[src/rtl/mem_sample_engine_pkg.sv]
// Shared encodings and defaults for the sample packer/unpacker between AC97 and ZBT.
// Combinational helpers only; no latency and no flow control.
package mem_sample_engine_pkg;

    typedef enum logic [1:0] {
        ST_IDLE   = 2'd0,
        ST_RUN    = 2'd1,
        ST_PAUSED = 2'd2,
        ST_DONE   = 2'd3
    } state_e;

    typedef enum logic [1:0] {
        MODE_PLAY = 2'b00,
        MODE_REC  = 2'b01,
        MODE_DUB  = 2'b10,
        MODE_RSVD = 2'b11
    } mode_e;

    localparam int DEF_SAMPLE_W         = 12;
    localparam int DEF_SAMPLES_PER_WORD = 3;
    localparam int DEF_NUM_BANKS        = 2;
    localparam int DEF_RD_LAT           = 2;

    // Slot 0 sits in the MSBs of a word, the last slot in the LSBs.
    function automatic int slot_lsb(input int slot, input int spw, input int w);
        return (spw - 1 - slot) * w;
    endfunction

endpackage

[src/rtl/sat_mixer.sv]
// Signed add of two samples clamped to the W-bit signed range.
// Purely combinational; no flow control.
module sat_mixer #(
    parameter int W = 12
) (
    input  logic signed [W-1:0] a_i,
    input  logic signed [W-1:0] b_i,
    output logic signed [W-1:0] sum_o
);

    logic signed [W:0] sum_full;

    assign sum_full = a_i + b_i;

    // Overflow shows as disagreement between the two top bits of the wide sum.
    always_comb begin
        if (sum_full[W] != sum_full[W-1]) begin
            sum_o = sum_full[W] ? {1'b1, {(W-1){1'b0}}} : {1'b0, {(W-1){1'b1}}};
        end else begin
            sum_o = sum_full[W-1:0];
        end
    end

endmodule

[src/rtl/mem_sample_engine.sv]
// Packs/unpacks AC97 samples into ZBT words with prefetch, flush and optional overdub (MEM_SAMPLE_ENGINE_OVERDUB_EN).
// audio_out one cycle after ready; we/mem_wr_data/word_advance one cycle after the completing ready or song_done.
// No backpressure: ready strobes must be spaced more than RD_LAT+2 cycles; strobes in non-RUN states are dropped.
module mem_sample_engine
    import mem_sample_engine_pkg::*;
#(
    parameter int SAMPLE_W         = DEF_SAMPLE_W,
    parameter int SAMPLES_PER_WORD = DEF_SAMPLES_PER_WORD,
    parameter int NUM_BANKS        = DEF_NUM_BANKS,
    parameter int RD_LAT           = DEF_RD_LAT
) (
    input  logic                                                clk,
    input  logic                                                reset,
    input  logic                                                ready,
    input  logic [SAMPLE_W-1:0]                                 audio_in,
    input  logic                                                start_song,
    input  logic                                                pause_song,
    input  logic                                                song_done,
    input  logic [1:0]                                          mode,
    input  logic [((NUM_BANKS > 1) ? $clog2(NUM_BANKS) : 1)-1:0] bank_sel,
    input  logic [NUM_BANKS*SAMPLE_W*SAMPLES_PER_WORD-1:0]      mem_rd_data,
    output logic [SAMPLE_W*SAMPLES_PER_WORD-1:0]                mem_wr_data,
    output logic [NUM_BANKS-1:0]                                we,
    output logic                                                word_advance,
    output logic [SAMPLE_W-1:0]                                 audio_out,
    output logic [1:0]                                          state
);

    localparam int WORD_W = SAMPLE_W * SAMPLES_PER_WORD;
    localparam int BANK_W = (NUM_BANKS > 1) ? $clog2(NUM_BANKS) : 1;
    localparam int SLOT_W = $clog2(SAMPLES_PER_WORD);
    localparam logic [RD_LAT:0] ARM_SEED = 1;

    state_e               state_q;
    mode_e                mode_q, mode_dec;
    logic [BANK_W-1:0]    bank_q;
    logic [SLOT_W-1:0]    slot_q, slot_d;
    logic [WORD_W-1:0]    pack_q, pack_d;
    logic [WORD_W-1:0]    play_q, pref_q, wr_data_q;
    logic [NUM_BANKS-1:0] we_q, bank_onehot;
    logic                 adv_q, flush_pend_q;
    logic [SAMPLE_W-1:0]  audio_q;
    logic [RD_LAT:0]      arm_q;

    logic [WORD_W-1:0]    cur_word;
    logic [SAMPLE_W-1:0]  play_smp, out_smp;
    logic                 wrap, writing;
    int                   lsb;

    always_comb begin
        mode_dec = MODE_PLAY;
        case (mode)
            2'b01:   mode_dec = MODE_REC;
`ifdef MEM_SAMPLE_ENGINE_OVERDUB_EN
            2'b10:   mode_dec = MODE_DUB;
`endif
            default: mode_dec = MODE_PLAY;
        endcase
    end

    // The prefetched word becomes the play word as its first slot is consumed,
    // which is after the capture triggered by the previous wrap has landed.
    assign cur_word    = (slot_q == '0) ? pref_q : play_q;
    assign lsb         = slot_lsb(int'(slot_q), SAMPLES_PER_WORD, SAMPLE_W);
    assign play_smp    = cur_word[lsb +: SAMPLE_W];
    assign wrap        = (slot_q == SLOT_W'(SAMPLES_PER_WORD - 1));
    assign slot_d      = wrap ? '0 : slot_q + SLOT_W'(1);
    assign writing     = (mode_q == MODE_REC) || (mode_q == MODE_DUB);
    assign bank_onehot = NUM_BANKS'(1) << bank_q;

`ifdef MEM_SAMPLE_ENGINE_OVERDUB_EN
    logic [SAMPLE_W-1:0] mix_smp;

    sat_mixer #(.W(SAMPLE_W)) u_sat_mixer (
        .a_i   (play_smp),
        .b_i   (audio_in),
        .sum_o (mix_smp)
    );
`endif

    always_comb begin
        out_smp = play_smp;
        case (mode_q)
            MODE_REC: out_smp = audio_in;
`ifdef MEM_SAMPLE_ENGINE_OVERDUB_EN
            MODE_DUB: out_smp = mix_smp;
`endif
            default:  out_smp = play_smp;
        endcase
    end

    always_comb begin
        pack_d = pack_q;
        pack_d[lsb +: SAMPLE_W] = out_smp;
    end

    always_ff @(posedge clk) begin
        if (reset) begin
            state_q      <= ST_IDLE;
            mode_q       <= MODE_PLAY;
            bank_q       <= '0;
            slot_q       <= '0;
            pack_q       <= '0;
            play_q       <= '0;
            pref_q       <= '0;
            wr_data_q    <= '0;
            we_q         <= '0;
            adv_q        <= 1'b0;
            flush_pend_q <= 1'b0;
            audio_q      <= '0;
            arm_q        <= '0;
        end else begin
            we_q  <= '0;
            adv_q <= 1'b0;
            arm_q <= arm_q << 1;
            if (arm_q[RD_LAT]) begin
                pref_q <= mem_rd_data[int'(bank_q)*WORD_W +: WORD_W];
            end

            if (start_song) begin
                mode_q       <= mode_dec;
                bank_q       <= bank_sel;
                slot_q       <= '0;
                pack_q       <= '0;
                play_q       <= '0;
                pref_q       <= '0;
                arm_q        <= ARM_SEED;
                flush_pend_q <= 1'b0;
                state_q      <= ST_RUN;
            end else if (flush_pend_q) begin
                flush_pend_q <= 1'b0;
                state_q      <= ST_DONE;
            end else if (song_done && (state_q == ST_RUN || state_q == ST_PAUSED)) begin
                // A partial word is written once with its unused slots left at zero.
                if (writing && slot_q != '0) begin
                    wr_data_q    <= pack_q;
                    we_q         <= bank_onehot;
                    adv_q        <= 1'b1;
                    slot_q       <= '0;
                    pack_q       <= '0;
                    flush_pend_q <= 1'b1;
                end else begin
                    state_q <= ST_DONE;
                end
            end else if (state_q == ST_RUN) begin
                if (pause_song) begin
                    state_q <= ST_PAUSED;
                end else if (ready) begin
                    slot_q  <= slot_d;
                    audio_q <= out_smp;
                    if (slot_q == '0) begin
                        play_q <= pref_q;
                    end
                    if (wrap) begin
                        adv_q  <= 1'b1;
                        pack_q <= '0;
                        arm_q  <= (arm_q << 1) | ARM_SEED;
                        if (writing) begin
                            wr_data_q <= pack_d;
                            we_q      <= bank_onehot;
                        end
                    end else begin
                        pack_q <= pack_d;
                    end
                end
            end else if (state_q == ST_PAUSED && !pause_song) begin
                state_q <= ST_RUN;
            end
        end
    end

    assign mem_wr_data  = wr_data_q;
    assign we           = we_q;
    assign word_advance = adv_q;
    assign audio_out    = audio_q;
    assign state        = state_q;

endmodule
[config.mk]
export PLATFORM = sky130hd
export DESIGN_NAME = mem_sample_engine
export DESIGN_NICKNAME = d
export VERILOG_FILES = /design/src/rtl/mem_sample_engine_pkg.sv /design/src/rtl/sat_mixer.sv /design/src/rtl/mem_sample_engine.sv
export SDC_FILE = /design/constraint.sdc
export NUM_CORES = 1
export LEC_CHECK = 0
export ABC_AREA = 1
export BUFFER_PORTS_ARGS = -buffer_cell sky130_fd_sc_hd__buf_2
export CAP_MARGIN = 20
export CORE_UTILIZATION = 28
export DETAILED_ROUTE_END_ITERATION = 7
export REMOVE_ABC_BUFFERS = 1
export SLEW_MARGIN = 5
export SYNTH_ARGS = -nofsm -noshare
export SYNTH_HDL_FRONTEND = slang
export SYNTH_SLANG_ARGS = --single-unit
[constraint.sdc]
create_clock -name clk -period 2.9 [get_ports clk]
set_input_delay 0.435 -clock clk [delete_from_list [all_inputs] [get_ports clk]]
set_output_delay 0.435 -clock clk [all_outputs]
set_load 0.005 [all_outputs]
### Yosys cells after proc, flatten, opt, wreduce, memory -nomap -nowiden

Cells that the tools add are included.

* input bits: 93
* bits in registers: 170

* equal/unequal tests: 12
* reduce and logical (&&, ||, !) cells: 23
* $add $sub $neg: 3
* $mul: 2
* shifts and indexed selects: 5
* bitwise gates (word level): 4
* mux-type cells: 50

Operators by type and width (count)
* $mux W36: 14
* $shiftx A72 B8 Y36: 1
* $mux W2: 19
* $bwmux W36: 1
* $shift A12 B33 Y36 const A: 1
* $shiftx A12 B33 Y36: 1
* $shiftx A36 B8 Y12: 1
* $neg A8 Y33: 1
* $mux W1: 15
* $mux W12: 1
* $reduce_and A5 Y1: 2
* $reduce_bool A2 Y1: 5
* $reduce_and A8 Y1: 1
* $eq A2 B1 Y1 const B: 3
* $eq A2 B2 Y1 const B: 3
* $mul A3 B3 Y6 const B: 1
* $reduce_and A3 Y1: 2
* $reduce_and A6 Y1: 1
* $mul A1 B4 Y5 const B: 1
* $ne A5 B4 Y1 const B: 1
* $reduce_bool A5 Y1: 1
* $ne A2 B1 Y1 const B: 2
* $ne A4 B3 Y1 const B: 1
* $ne A4 B4 Y1 const B: 1
* other kinds (13): 19

### Longest topological paths before layout

Gate-level depths: netlist of run 1.

* word-level depth: 12
* gate-level depth with buffers: 22
* gate-level depth less buffers: 19

### Worst setup path after synthesis of run 1

No wires, ideal clock.

* kind: register -> register
* from: register slot_q[0]
* to: register wr_data_q[34], in the netlist mem_wr_data[34]
* period minus slack after synthesis: 2635 ps
* stages on the path, launching flop included: 18
* path slack: 265 ps
* data required time: 2833 ps
* data arrival time: 2568 ps
* buffers on the path: 3
* path through: dfxtp_1 > buf_6 > inv_4 > clkbuf_1 > ha_1 > buf_2 > inv_1 > nor2_4 > inv_1 > o21ai_1 > o21ai_1 > nand3_1 > nand2_1 > nor2_1 > nand3b_1 > nand3_1 > nand2_1 > a21oi_2

* cells in the longest elaborated chain, start to end: 12
* elaborated cells between the ends (all ways): 22
* classes of those cells: add/sub: 2; mul: 1; eq/ne: 2; shift: 3; mux: 9; reduce/logical: 5

Ends and longest elaborated chain
* start: declaration: line mem_sample_engine.sv:37 `logic [SLOT_W-1:0] slot_q, slot_d;`
* start signal: assignment: line mem_sample_engine.sv:149 `slot_q <= slot_d;`
* $sub A2 B2 Y3 or $logic_not A2 Y1 (tied branches): line mem_sample_engine_pkg.sv:26, mem_sample_engine.sv:63
* $mul A3 B3 Y6 or $mux W36 (tied branches)
* $shiftx A36 B8 Y12: line mem_sample_engine.sv:65 `assign play_smp = cur_word[lsb +: SAMPLE_W];`
* $mux W12: line mem_sample_engine.sv:83 `case (mode_q)`
* $shiftx A12 B33 Y36: line mem_sample_engine.sv:94 `pack_d[lsb +: SAMPLE_W] = out_smp;`
* $bwmux W36: line mem_sample_engine.sv:94
* $mux W36: line mem_sample_engine.sv:158 `if (writing) begin`
* $mux W36: line mem_sample_engine.sv:154 `if (wrap) begin`
* $mux W36: line mem_sample_engine.sv:148 `end else if (ready) begin`
* $mux W36: line mem_sample_engine.sv:146 `if (pause_song) begin`
* $mux W36: line mem_sample_engine.sv:145 `end else if (state_q == ST_RUN) begin`
* $mux W36: line mem_sample_engine.sv:133 `end else if (song_done && (state_q == ST_RUN || state_q == ST_PAUSED)) begin`
* end signal: assignment: line mem_sample_engine.sv:136 `wr_data_q <= pack_q;`
* end signal: assignment: line mem_sample_engine.sv:159 `wr_data_q <= pack_d;`
* end: declaration: line mem_sample_engine.sv:39 `logic [WORD_W-1:0] play_q, pref_q, wr_data_q;`

Parallel ways exist; a longest one is shown, timed or not. The select of a mux whose other input is x is not followed.
A chain may end at the register's enable or synchronous reset.

### Worst setup path in the final report of run 1

* from: register state_q[0], in the netlist state[0]
* to: register wr_data_q[27], in the netlist mem_wr_data[27]

* cells in the longest elaborated chain, start to end: 5
* elaborated cells between the ends (all ways): 12
* classes of those cells: eq/ne: 4; mux: 1; reduce/logical: 7

Ends and longest elaborated chain
* start: declaration: line mem_sample_engine.sv:34 `state_e state_q;`
* start signal: assignment: line mem_sample_engine.sv:99 `state_q <= ST_IDLE;`
* start signal: assignment: line mem_sample_engine.sv:129 `state_q <= ST_RUN;`
* start signal: assignment: line mem_sample_engine.sv:132 `state_q <= ST_DONE;`
* $eq A2 B1 Y1 or $eq A2 B2 Y1 (tied branches): line mem_sample_engine.sv:133, mem_sample_engine.sv:145
* $logic_or A1 B1 Y1: line mem_sample_engine.sv:133
* $logic_and A1 B1 Y1: line mem_sample_engine.sv:133
* $ne A2 B1 Y1 (no line) or $reduce_bool A2 Y1 (tied branches)
* $reduce_and A8 Y1 (no line)

Parallel ways exist; a longest one is shown, timed or not.

==> results of run 1 <==
-- per-layer routing --
layer	wire, um	part of all wire (%)
met1	14820	49
met4	600	2.0
met5	0	0
met2	13580	45
met3	1357	4.5
-- metrics by stage --
step	std cells	worst slack, ns	TNS, ns
after floorplan	1358	-1.629	-110.64
after global placement	1989	0.1837	0
after detailed placement	1989	0.1100	0
after CTS	2021	0.08362	0
after global routing	2021	0.007500	0
final	2021	0.2457	0
-- flip-flops by register name, summed over array words and instances, names as in the netlist --
name	count
mem_wr_data	36
audio_out	12
bank_q	1
mode_q	1
play_q	36
we	2
arm_q	3
flush_pend_q	1
word_advance	1
pack_q	36
slot_q	2
pref_q	36
state	2
-- kinds of logic after synthesis --
kind of cell,count (synthesis),synth area share (%)
simple gates,765,34.63
compound gates,271,17.04
buf+inv,230,10.22
flops,169,36.75
fa+ha+maj,10,1.359
-- power by group through the flow --
stage	clock network (uW)	registers [uW]	logic, uW
floorplan	0	2420	319
global route	2480	2370	665
detailed placement	0	2420	588
finish	2340	2360	593
global placement	0	2420	580
CTS	2390	2360	589
-- final timing paths --
| path | depth (start not counted) | to | startpoint | slack [ns] |
|---|---|---|---|---|
| worst max-delay path | 13 | mem_wr_data[27] | state[0] | 0.25 |
| worst min-delay path | 2 | mode_q[0] | mode[1] | 0.19 |
| worst max register to register | 13 | mem_wr_data[27] | state[0] | 0.25 |
| worst min register to register | 2 | arm_q[2] | arm_q[1] | 0.41 |
-- placed cells by master (no fill, tap or decap), types with 10 or more instances in the layout --
cell type and instances:
sky130_fd_sc_hd__a21oi_1 109, sky130_fd_sc_hd__buf_2 145, sky130_fd_sc_hd__clkbuf_16 17, sky130_fd_sc_hd__a211oi_1 13, sky130_fd_sc_hd__a31oi_1 12, sky130_fd_sc_hd__nand2_1 470
sky130_fd_sc_hd__o211ai_1 38, sky130_fd_sc_hd__o21ai_0 57, sky130_fd_sc_hd__o21ai_1 22, sky130_fd_sc_hd__nor2_1 109, sky130_fd_sc_hd__dfxtp_1 166, sky130_fd_sc_hd__nand4_1 10
sky130_fd_sc_hd__inv_1 133, sky130_fd_sc_hd__buf_4 42, sky130_fd_sc_hd__nand3_1 148
-- worst max-delay path, cell delays in order, from the launching register on --
cell                        delay, ns
sky130_fd_sc_hd__dfxtp_1         0.39
sky130_fd_sc_hd__inv_1           0.06
sky130_fd_sc_hd__ha_1            0.31
sky130_fd_sc_hd__nor2_4          0.08
sky130_fd_sc_hd__inv_2           0.06
sky130_fd_sc_hd__nand3_1         0.10
sky130_fd_sc_hd__nor2_2          0.15
sky130_fd_sc_hd__nand2_1         0.15
sky130_fd_sc_hd__nand2_2         0.15
sky130_fd_sc_hd__o2111ai_4       0.40
sky130_fd_sc_hd__buf_4           0.37
sky130_fd_sc_hd__nor2_1          0.09
sky130_fd_sc_hd__o21ai_0         0.08
sky130_fd_sc_hd__a21oi_1         0.15
-- final cells by class --
| type | count | area (um2) |
|---|---|---|
| well taps | 442 | 553.0 |
| flip-flops and latches | 169 | 3387 |
| clock inverters | 15 | 167.7 |
| fillers | 3569 | 21370 |
| repair buffers | 189 | 1081 |
| multi-input cells | 1046 | 4928 |
| inverters | 143 | 539.3 |
| clock buffers | 17 | 425.4 |
==> out/qor.log, run 1 <==
[yosys] Post-Syn Instances 1445
[yosys] largest cells by area after synthesis sky130_fd_sc_hd__dfxtp_1 37%, sky130_fd_sc_hd__nand2_1 19%, sky130_fd_sc_hd__nand3_1 8.0%, sky130_fd_sc_hd__a21oi_1 5.9%, sky130_fd_sc_hd__inv_1 5.4%
[power] Leakage 0.005162 uW
[yosys] number of flops mapped to enable cells by yosys 0
[power] P_int 3823 uW
[sta] Period minus WS final 2.654 ns
[yosys] largest area contributor in the synthesized netlist sky130_fd_sc_hd__dfxtp_1
[final_layout] post-route design area 11080 um2
[clocking] Post-CTS Setup Bufs 0
[floorplan] Die W 183.3 um
[sta] max_slew headroom 48.45%
[final_layout] area delta synth->final 20.37%
[power] fraction of power consumed by combinational cells 11.2%
[sta] Post-Route Skew 0.01796 ns
[setup_path] Worst Setup End Kind flip-flop
[yosys] ys async rst share 0%
[grt] met1 Track Usage GR 25.48%
[sta] Final Max Tran Viols 0
[clocking] CTS root buf sky130_fd_sc_hd__clkbuf_16
[sta] tightest hold margin 0.1852 ns
[sta] final number of hold-violating endpoints 0
[floorplan] num ports 146
[grt] largest net degree at the start of global routing 73
[outcome] run status finished, final reports clean
[yosys] warnings from Yosys 0
[yosys] Mean Syn Cell Area 6.371 um2
[sta] Worst-Margin Slew 0.7729 ns
[detailed_routing] drt total wl 30360 um
[placement] Placed Instance Area 10460 um2
[sta] max frequency 376.7 MHz
[grt] met2 capacity usage during global routing 29.32%
[setup_path] Max Fanout on Critical Path 26
[yosys] number of synthesized register bits 169
[sta] number of endpoints failing setup at the final stage 0
[yosys] most numerous cell types in the synthesized netlist 471 x sky130_fd_sc_hd__nand2_1, 169 x sky130_fd_sc_hd__dfxtp_1, 148 x sky130_fd_sc_hd__nand3_1, 133 x sky130_fd_sc_hd__inv_1, 112 x sky130_fd_sc_hd__nor2_1
[power] Sw Ratio 27.90%
[clocking] CTS sink cnt 169
[final_layout] nets@finish 1669
[setup_path] category of the most critical setup path reg2reg
[floorplan] DIE HEIGHT 183.3 um
[yosys] part of the Yosys area used for sequential elements 36.75%
[placement] final RePlAce weighted congestion 0.9178
[clocking] number of buffers between clock root and the deepest sink 2
[detailed_routing] iteration-0 DRC count of the detailed router 741
[power] clock share of power 44.2%
[yosys] count of unique library cells instantiated by Yosys 37
[sta] ratio of final minimum period to clock period 91.53%
[clocking] Clock Latency Late Sink 0.45 ns
[setup_path] kind of start point of the critical path flip-flop
[grt] total routing usage reported by global routing 18.37%
[detailed_routing] number of iterations in the first detailed-routing pass 5
[grt] wire length of the first global-routing pass 48600 um
[power] Seq pwr share 44.6%
[grt] number of antenna violations at the first check in global routing 0
[detailed_routing] mean number of vias per cell 4.764
[detailed_routing] DRC violation count after routing 0
[clocking] hold buffers post-CTS 0
[grt] gr ovfl total 0
[yosys] most frequently used cell type in the post-synthesis netlist sky130_fd_sc_hd__nand2_1
[detailed_routing] number of nets with antenna violations after detailed routing 0
[placement] placed wire-length estimate 21730 um
[clocking] CTS buffer count 17
[detailed_routing] total via count after detailed routing 9628
[final_layout] share of the core filled with cells 34.15%
[detailed_routing] Routed wire per std cell 15.02 um
[yosys] most instantiated flip-flop cell in the synthesis netlist sky130_fd_sc_hd__dfxtp_1
[yosys] combined area of all synthesized cells 9206 um2
[final_layout] share of layout cells above drive strength 1 16.78%
[floorplan] area of the core 32450 um2
[power] worst vdd ir 0.3727 mV
[final_layout] count of antenna diodes in the layout 0
[power] Total Power Consumption 5303 uW
[clocking] quantity of gates resized following cts 0
[grt] Most Crowded Layer GR met2
[power] P_sw 1480 uW
[floorplan] die footprint 33610 um2
[yosys] fraction of post-synthesis cell area in the top cell type by area 36.75%
[placement] total of buffers placed on input and output ports 145
[sta] RSZ-0062 raised after global routing no
[floorplan] initial core utilization 28.37%
[floorplan] Std-Cell Rows 66
[grt] number of global-route vias before repair 8935
[setup_path] data arrival time at the worst-slack endpoint 3.02 ns
[clocking] TritonCTS clock tree yes
[power] areal power density over the cells 478.5 nW/um2
[grt] met3 track demand over resource 2.462%
[clocking] number of H-tree branching levels 4
[setup_path] required time at the worst-slack endpoint 3.26 ns
[worst_hold_path] class of the worst hold path in2reg
[clocking] clock-pin slew on the worst setup and hold paths 0.08 ns
[run] count of maximum capacitance violations 0
No activity file was read; power rests on OpenSTA's default activity.
==> inputs of run 2 (changes only) <==
- SYNTH_HIERARCHICAL: not set -> 1
- clock period: 2.9 -> 2.8 ns (I/O delays scaled with it)
==> run 2 against run 1 <==
Wire length grew 2.2%. Clock skew increased by 0.0030 ns. Highest routed layer unchanged. Via count up 0.60%. Final area is 1.3% higher. Non-clock buffer count up 10. Critical path type unchanged. Area after synthesis unchanged.
==> out/qor.log, run 2 <==
[floorplan] Die W 183.3 um
[grt] wire length of the first global-routing pass 49340 um
[clocking] hold buffers post-CTS 0
[final_layout] count of antenna diodes in the layout 0
[sta] Post-Route Skew 0.02099 ns
[setup_path] Critical Path Most Common Cell sky130_fd_sc_hd__nand2_1
[detailed_routing] drt total wl 31010 um
[power] Sw Ratio 27.60%
[power] Total Power Consumption 5605 uW
[placement] placed wire-length estimate 21740 um
[final_layout] area delta synth->final 21.96%
[final_layout] nets@finish 1680
[setup_path] category of the most critical setup path reg2reg
[run] count of maximum capacitance violations 0
[grt] met1 Track Usage GR 25.36%
[yosys] Mean Syn Cell Area 6.371 um2
[clocking] CTS root buf sky130_fd_sc_hd__clkbuf_16
[power] P_int 4058 uW
[detailed_routing] total via count after detailed routing 9686
[clocking] clock-pin slew on the worst setup and hold paths 0.07 ns
[final_layout] final cell count without fillers 2032
[final_layout] Reg area 3385 um2
[yosys] part of the Yosys area used for sequential elements 36.75%
[floorplan] num ports 146
[power] P_sw 1547 uW
[power] Leakage 0.005241 uW
[floorplan] area of the core 32450 um2
[floorplan] DIE HEIGHT 183.3 um
[placement] total instance count after detailed placement 1999
[setup_path] standard cell with the maximum stage delay on the critical path sky130_fd_sc_hd__dfxtp_1
[clocking] CTS sink cnt 169
[outcome] run status finished, final reports clean
[yosys] Post-Syn Instances 1445
[power] clock share of power 45.0%
[yosys] most frequently used cell type in the post-synthesis netlist sky130_fd_sc_hd__nand2_1
[power] areal power density over the cells 499.2 nW/um2
[grt] number of antenna violations at the first check in global routing 0
[floorplan] die footprint 33610 um2
[final_layout] multi-input combinational cell area 4956 um2
[sta] Worst-Margin Slew 0.7207 ns
[sta] final number of hold-violating endpoints 0
[final_layout] most used cells in the layout excluding fill and tap cells 471 x sky130_fd_sc_hd__nand2_1, 168 x sky130_fd_sc_hd__dfxtp_1, 148 x sky130_fd_sc_hd__nand3_1, 145 x sky130_fd_sc_hd__buf_2, 133 x sky130_fd_sc_hd__inv_1
[yosys] warnings from Yosys 6
[yosys] largest cells by area after synthesis sky130_fd_sc_hd__dfxtp_1 37%, sky130_fd_sc_hd__nand2_1 19%, sky130_fd_sc_hd__nand3_1 8.0%, sky130_fd_sc_hd__a21oi_1 5.9%, sky130_fd_sc_hd__inv_1 5.4%
[setup_path] Worst Setup End Kind flip-flop
[sta] max_slew headroom 51.95%
[yosys] number of synthesized register bits 169
[sta] summed negative setup slack over all endpoints 0 ns
[grt] met2 capacity usage during global routing 30.11%
[grt] gr ovfl total 0
[detailed_routing] iteration-0 DRC count of the detailed router 858
[floorplan] initial core utilization 28.37%
[final_layout] share of the core filled with cells 34.60%
[yosys] most numerous cell types in the synthesized netlist 471 x sky130_fd_sc_hd__nand2_1, 169 x sky130_fd_sc_hd__dfxtp_1, 148 x sky130_fd_sc_hd__nand3_1, 133 x sky130_fd_sc_hd__inv_1, 112 x sky130_fd_sc_hd__nor2_1
[final_layout] Fill cells 3546
[placement] Placement Setup Slack 0.07563 ns
[floorplan] Std-Cell Rows 66
[placement] total of buffers placed on input and output ports 145
[grt] total routing usage reported by global routing 18.60%
[setup_path] list of cells traversed by the critical path buf_4 -> ha_1 -> nor2_2 -> nand2_1 -> inv_1 -> o21ai_1 -> o21ai_4 -> nand3_1 -> nand2_1 -> nand2_1 -> nand3_1 -> nand2_1 -> nand2_1 -> nand2_1 -> a21oi_1
[power] worst vdd ir 0.3827 mV
[sta] max frequency 381.2 MHz
[yosys] largest area contributor in the synthesized netlist sky130_fd_sc_hd__dfxtp_1
[grt] number of global-route vias before repair 9163
[clocking] TritonCTS clock tree yes
[yosys] fraction of post-synthesis cell area in the top cell type by area 36.75%
[sta] post-layout worst setup margin 0.1766 ns
[sta] ratio of final minimum period to clock period 93.69%
[detailed_routing] mean number of vias per cell 4.767
[detailed_routing] number of iterations in the first detailed-routing pass 5
[yosys] count of unique library cells instantiated by Yosys 37
[worst_hold_path] class of the worst hold path in2reg
[clocking] Clock Latency Late Sink 0.46 ns
[yosys] combined area of all synthesized cells 9206 um2
[setup_path] kind of start point of the critical path flip-flop
[power] Seq pwr share 43.7%
[grt] Most Crowded Layer GR met2
[setup_path] largest incremental delay on the critical path 0.33 ns
[grt] largest net degree at the start of global routing 73
[setup_path] required time at the worst-slack endpoint 3.17 ns
[yosys] most instantiated flip-flop cell in the synthesis netlist sky130_fd_sc_hd__dfxtp_1
[clocking] number of H-tree branching levels 4
[yosys] ys async rst share 0%
[setup_path] Max Fanout on Critical Path 10
[detailed_routing] DRC violation count after routing 0
[sta] Period minus WS final 2.623 ns
[final_layout] most frequent standard cell in the layout excluding fill and tap cells sky130_fd_sc_hd__nand2_1
[yosys] number of flops mapped to enable cells by yosys 0
[sta] Final Max Tran Viols 0
[power] fraction of power consumed by combinational cells 11.3%
[clocking] CTS buffer count 17
[sta] number of endpoints failing setup at the final stage 0
[clocking] number of buffers between clock root and the deepest sink 2
[final_layout] share of layout cells above drive strength 1 17.17%
[grt] met3 track demand over resource 2.720%
[detailed_routing] number of nets with antenna violations after detailed routing 0
[setup_path] data arrival time at the worst-slack endpoint 2.99 ns
[placement] final RePlAce weighted congestion 0.9377
[detailed_routing] Routed wire per std cell 15.26 um
[run 2: cell types whose count changed in the layout (fill, tap and decap cells not counted), moves of 2 or more]
| cell | before | now |
|---|---|---|
| sky130_fd_sc_hd__buf_4 | 42 | 50 |
| sky130_fd_sc_hd__buf_12 | 2 | 4 |
| sky130_fd_sc_hd__clkinv_4 | 4 | 2 |
| sky130_fd_sc_hd__dfxtp_1 | 166 | 168 |
| sky130_fd_sc_hd__dfxtp_2 | 3 | 1 |
| sky130_fd_sc_hd__inv_6 | 3 | 5 |
[run 2: layer usage]
layer | routed length [um] | share of wire, %
met5 | 0 | 0
met4 | 499 | 1.6
met3 | 1407 | 4.5
met2 | 13940 | 45
met1 | 15170 | 49
[run 2: worst max-delay path, delay by kind of cell, from the launching register on]
family	cells	cell delay (ns)
buffers and inverters	2	0.35
AND/OR/NAND/NOR	9	0.97
flip-flops	1	0.33
AO/OA/AOI/OAI	3	0.57
adder cells (fa/ha/maj)	1	0.28
[run 2: power groups by stage]
stage          Combinational [uW]  Sequential [uW]  Clock (uW)
2_1_floorplan                 330             2510           0
3_3_place_gp                  615             2500           0
3_5_place_dp                  620             2500           0
4_1_cts                       623             2450        2570
5_1_grt                       704             2450        2670
6_report                      632             2450        2520
[run 2: path summary, 6_finish.rpt]
check | cells past startpoint | start | slack, ns | to
setup / recovery | 15 | slot_q[0] | 0.18 | mem_wr_data[11]
hold / removal | 2 | mode[1] | 0.19 | mode_q[0]
setup reg to reg | 15 | slot_q[0] | 0.18 | mem_wr_data[11]
hold reg to reg | 2 | arm_q[1] | 0.41 | arm_q[2]
[run 2: metrics by stage]
step,instance area [um2],hold WS (ns)
2_1_floorplan,8805,0.3936
3_3_place_gp,10560,0.3920
3_5_place_dp,10560,0.3961
4_1_cts,11180,0.1772
5_1_grt,11230,0.1893
6_report,11230,0.1923
[run 2: kinds of logic after synthesis]
group                      synth area share (%)
and+or+nand+nor                           34.63
adders and majority gates                 1.359
buffers and inverters                     10.22
AOI/OAI and AO/OA                         17.04
DFF                                       36.75
[run 2: cell type report]
class / instances / share of cell area [%]
flip-flops and latches: 169 / 30.14
multi-input cells: 1047 / 44.14
inverters: 143 / 4.803
repair buffers: 199 / 10.52
clock inverters: 15 / 1.683
clock buffers: 17 / 3.789
well taps: 442 / 4.925
[run 2: repair_timing]
action / in CTS / in global routing
gates resized for setup: 0 / 7
setup buffers: 0 / 0
setup endpoints to repair: 0 / 41
==> inputs of run 3 (changes only) <==
- clock period: 2.8 -> 3.1 ns (I/O delays scaled with it)
==> run 3 against run 2 <==
Final cell count decreased by 0.79%. Die area unchanged. Global-route usage decreased by 0.12 points. Wire length decreased by 1.9%. Sequential cell count unchanged.
==> out/qor.log, run 3 (synthesized netlist as in run 2, its figures left out) <==
[setup_path] kind of start point of the critical path flip-flop
[power] areal power density over the cells 446.6 nW/um2
[sta] final number of hold-violating endpoints 0
[setup_path] list of cells traversed by the critical path inv_1 -> ha_1 -> nor2_4 -> buf_4 -> nor2_1 -> inv_1 -> o2111ai_4 -> buf_4 -> nor2_1 -> o21ai_0 -> a21oi_1
[final_layout] most frequent standard cell in the layout excluding fill and tap cells sky130_fd_sc_hd__nand2_1
[setup_path] largest incremental delay on the critical path 0.47 ns
[final_layout] count of antenna diodes in the layout 0
[floorplan] initial core utilization 28.37%
[floorplan] die footprint 33610 um2
[final_layout] nets@finish 1665
[final_layout] most used cells in the layout excluding fill and tap cells 471 x sky130_fd_sc_hd__nand2_1, 167 x sky130_fd_sc_hd__dfxtp_1, 148 x sky130_fd_sc_hd__nand3_1, 145 x sky130_fd_sc_hd__buf_2, 133 x sky130_fd_sc_hd__inv_1
[placement] total of buffers placed on input and output ports 145
[grt] Most Crowded Layer GR met2
[floorplan] Die W 183.3 um
[sta] Final Max Tran Viols 0
[outcome] run status finished, final reports clean
[sta] number of endpoints failing setup at the final stage 0
[final_layout] share of layout cells above drive strength 1 16.20%
[floorplan] area of the core 32450 um2
[final_layout] Fill cells 3514
[setup_path] category of the most critical setup path reg2reg
[setup_path] data arrival time at the worst-slack endpoint 3.14 ns
[clocking] Clock Latency Late Sink 0.44 ns
[sta] Post-Route Skew 0.01688 ns
[worst_hold_path] class of the worst hold path in2reg
[detailed_routing] number of iterations in the first detailed-routing pass 5
[setup_path] Max Fanout on Critical Path 27
[detailed_routing] mean number of vias per cell 4.789
[clocking] clock-pin slew on the worst setup and hold paths 0.07 ns
[grt] number of global-route vias before repair 9115
[setup_path] Worst Setup End Kind flip-flop
[floorplan] DIE HEIGHT 183.3 um
[setup_path] standard cell with the maximum stage delay on the critical path sky130_fd_sc_hd__o2111ai_4
[grt] number of antenna violations at the first check in global routing 0
[floorplan] num ports 146
[clocking] TritonCTS clock tree yes
[grt] gr ovfl total 0
[grt] wire length of the first global-routing pass 49280 um
[clocking] hold buffers post-CTS 0
[clocking] Post-CTS Setup Bufs 0
[sta] max_slew headroom 40.43%
[setup_path] required time at the worst-slack endpoint 3.46 ns
[sta] max frequency 359.0 MHz
[final_layout] share of the core filled with cells 33.90%
[power] Total Power Consumption 4912 uW
[power] Leakage 0.005136 uW
[clocking] quantity of gates resized following cts 0
[placement] placed wire-length estimate 21530 um
[clocking] CTS root buf sky130_fd_sc_hd__clkbuf_16
[sta] ratio of final minimum period to clock period 89.86%
[sta] post-layout worst setup margin 0.3144 ns
[run] count of maximum capacitance violations 0
[power] worst vdd ir 0.3123 mV
[sta] RSZ-0062 raised after global routing no
[grt] total routing usage reported by global routing 18.48%
[detailed_routing] iteration-0 DRC count of the detailed router 700
[detailed_routing] DRC violation count after routing 0
[clocking] CTS sink cnt 169
[grt] met2 capacity usage during global routing 28.85%
[sta] Worst-Margin Slew 0.8936 ns
[detailed_routing] total via count after detailed routing 9654
[clocking] CTS buffer count 17
[detailed_routing] Routed wire per std cell 15.10 um
[clocking] number of H-tree branching levels 4
[grt] met1 Track Usage GR 25.61%
[sta] Period minus WS final 2.786 ns
[detailed_routing] number of nets with antenna violations after detailed routing 0
[detailed_routing] drt total wl 30440 um
[placement] Placement Setup Slack 0.2779 ns
[floorplan] Std-Cell Rows 66
[clocking] number of buffers between clock root and the deepest sink 2
[final_layout] area delta synth->final 19.49%
[grt] largest net degree at the start of global routing 73
[placement] final RePlAce weighted congestion 0.9356
[grt] met3 track demand over resource 2.820%
## run 3: layout make-up
class,instances,area (um2),share of cell area [%]
clock inverters,13,145.1,1.319
well taps,442,553.0,5.027
repair buffers,185,1042,9.474
clock buffers,18,429.2,3.901
flip-flops and latches,169,3386,30.78
inverters,143,539.3,4.902
multi-input cells,1046,4906,44.60
## run 3: final timing paths
path | from | slack, ns | to | cells past startpoint
worst min-delay path | mode[1] | 0.24 | mode_q[0] | 2
worst min register to register | arm_q[1] | 0.40 | arm_q[2] | 2
worst max register to register | state[0] | 0.31 | mem_wr_data[23] | 11
worst max-delay path | state[0] | 0.31 | mem_wr_data[23] | 11
## run 3: critical path: cells and delay by family, from the launching register on
kind	cells	cell delay (ns)
buffers and inverters	4	0.93
AO/OA/AOI/OAI	3	0.71
flip-flops	1	0.39
AND/OR/NAND/NOR	3	0.34
adder cells (fa/ha/maj)	1	0.32
## run 3: report_power, final
| group | total [uW] | internal [uW] | switching, uW |
|---|---|---|---|
| Combinational | 548 | 173 | 374 |
| Sequential | 2210 | 2200 | 16.9 |
| Clock | 2150 | 1200 | 957 |
| Total | 4910 | 3560 | 1350 |
## run 3: metal layers
metal / wire, um / share of wire (%)
met5: 0 / 0
met4: 762 / 2.5
met3: 1420 / 4.7
met2: 13360 / 44
met1: 14900 / 49
## run 3: through the flow
stage	TNS (ns)	std cells	hold WS [ns]	area (um2)
2_1_floorplan	-85.64	1358	0.3936	8805
4_1_cts	0	2016	0.2210	10990
5_1_grt	0	2016	0.2349	11000
3_3_place_gp	0	1985	0.3906	10420
6_report	0	2016	0.2390	11000
3_5_place_dp	0	1985	0.3974	10420
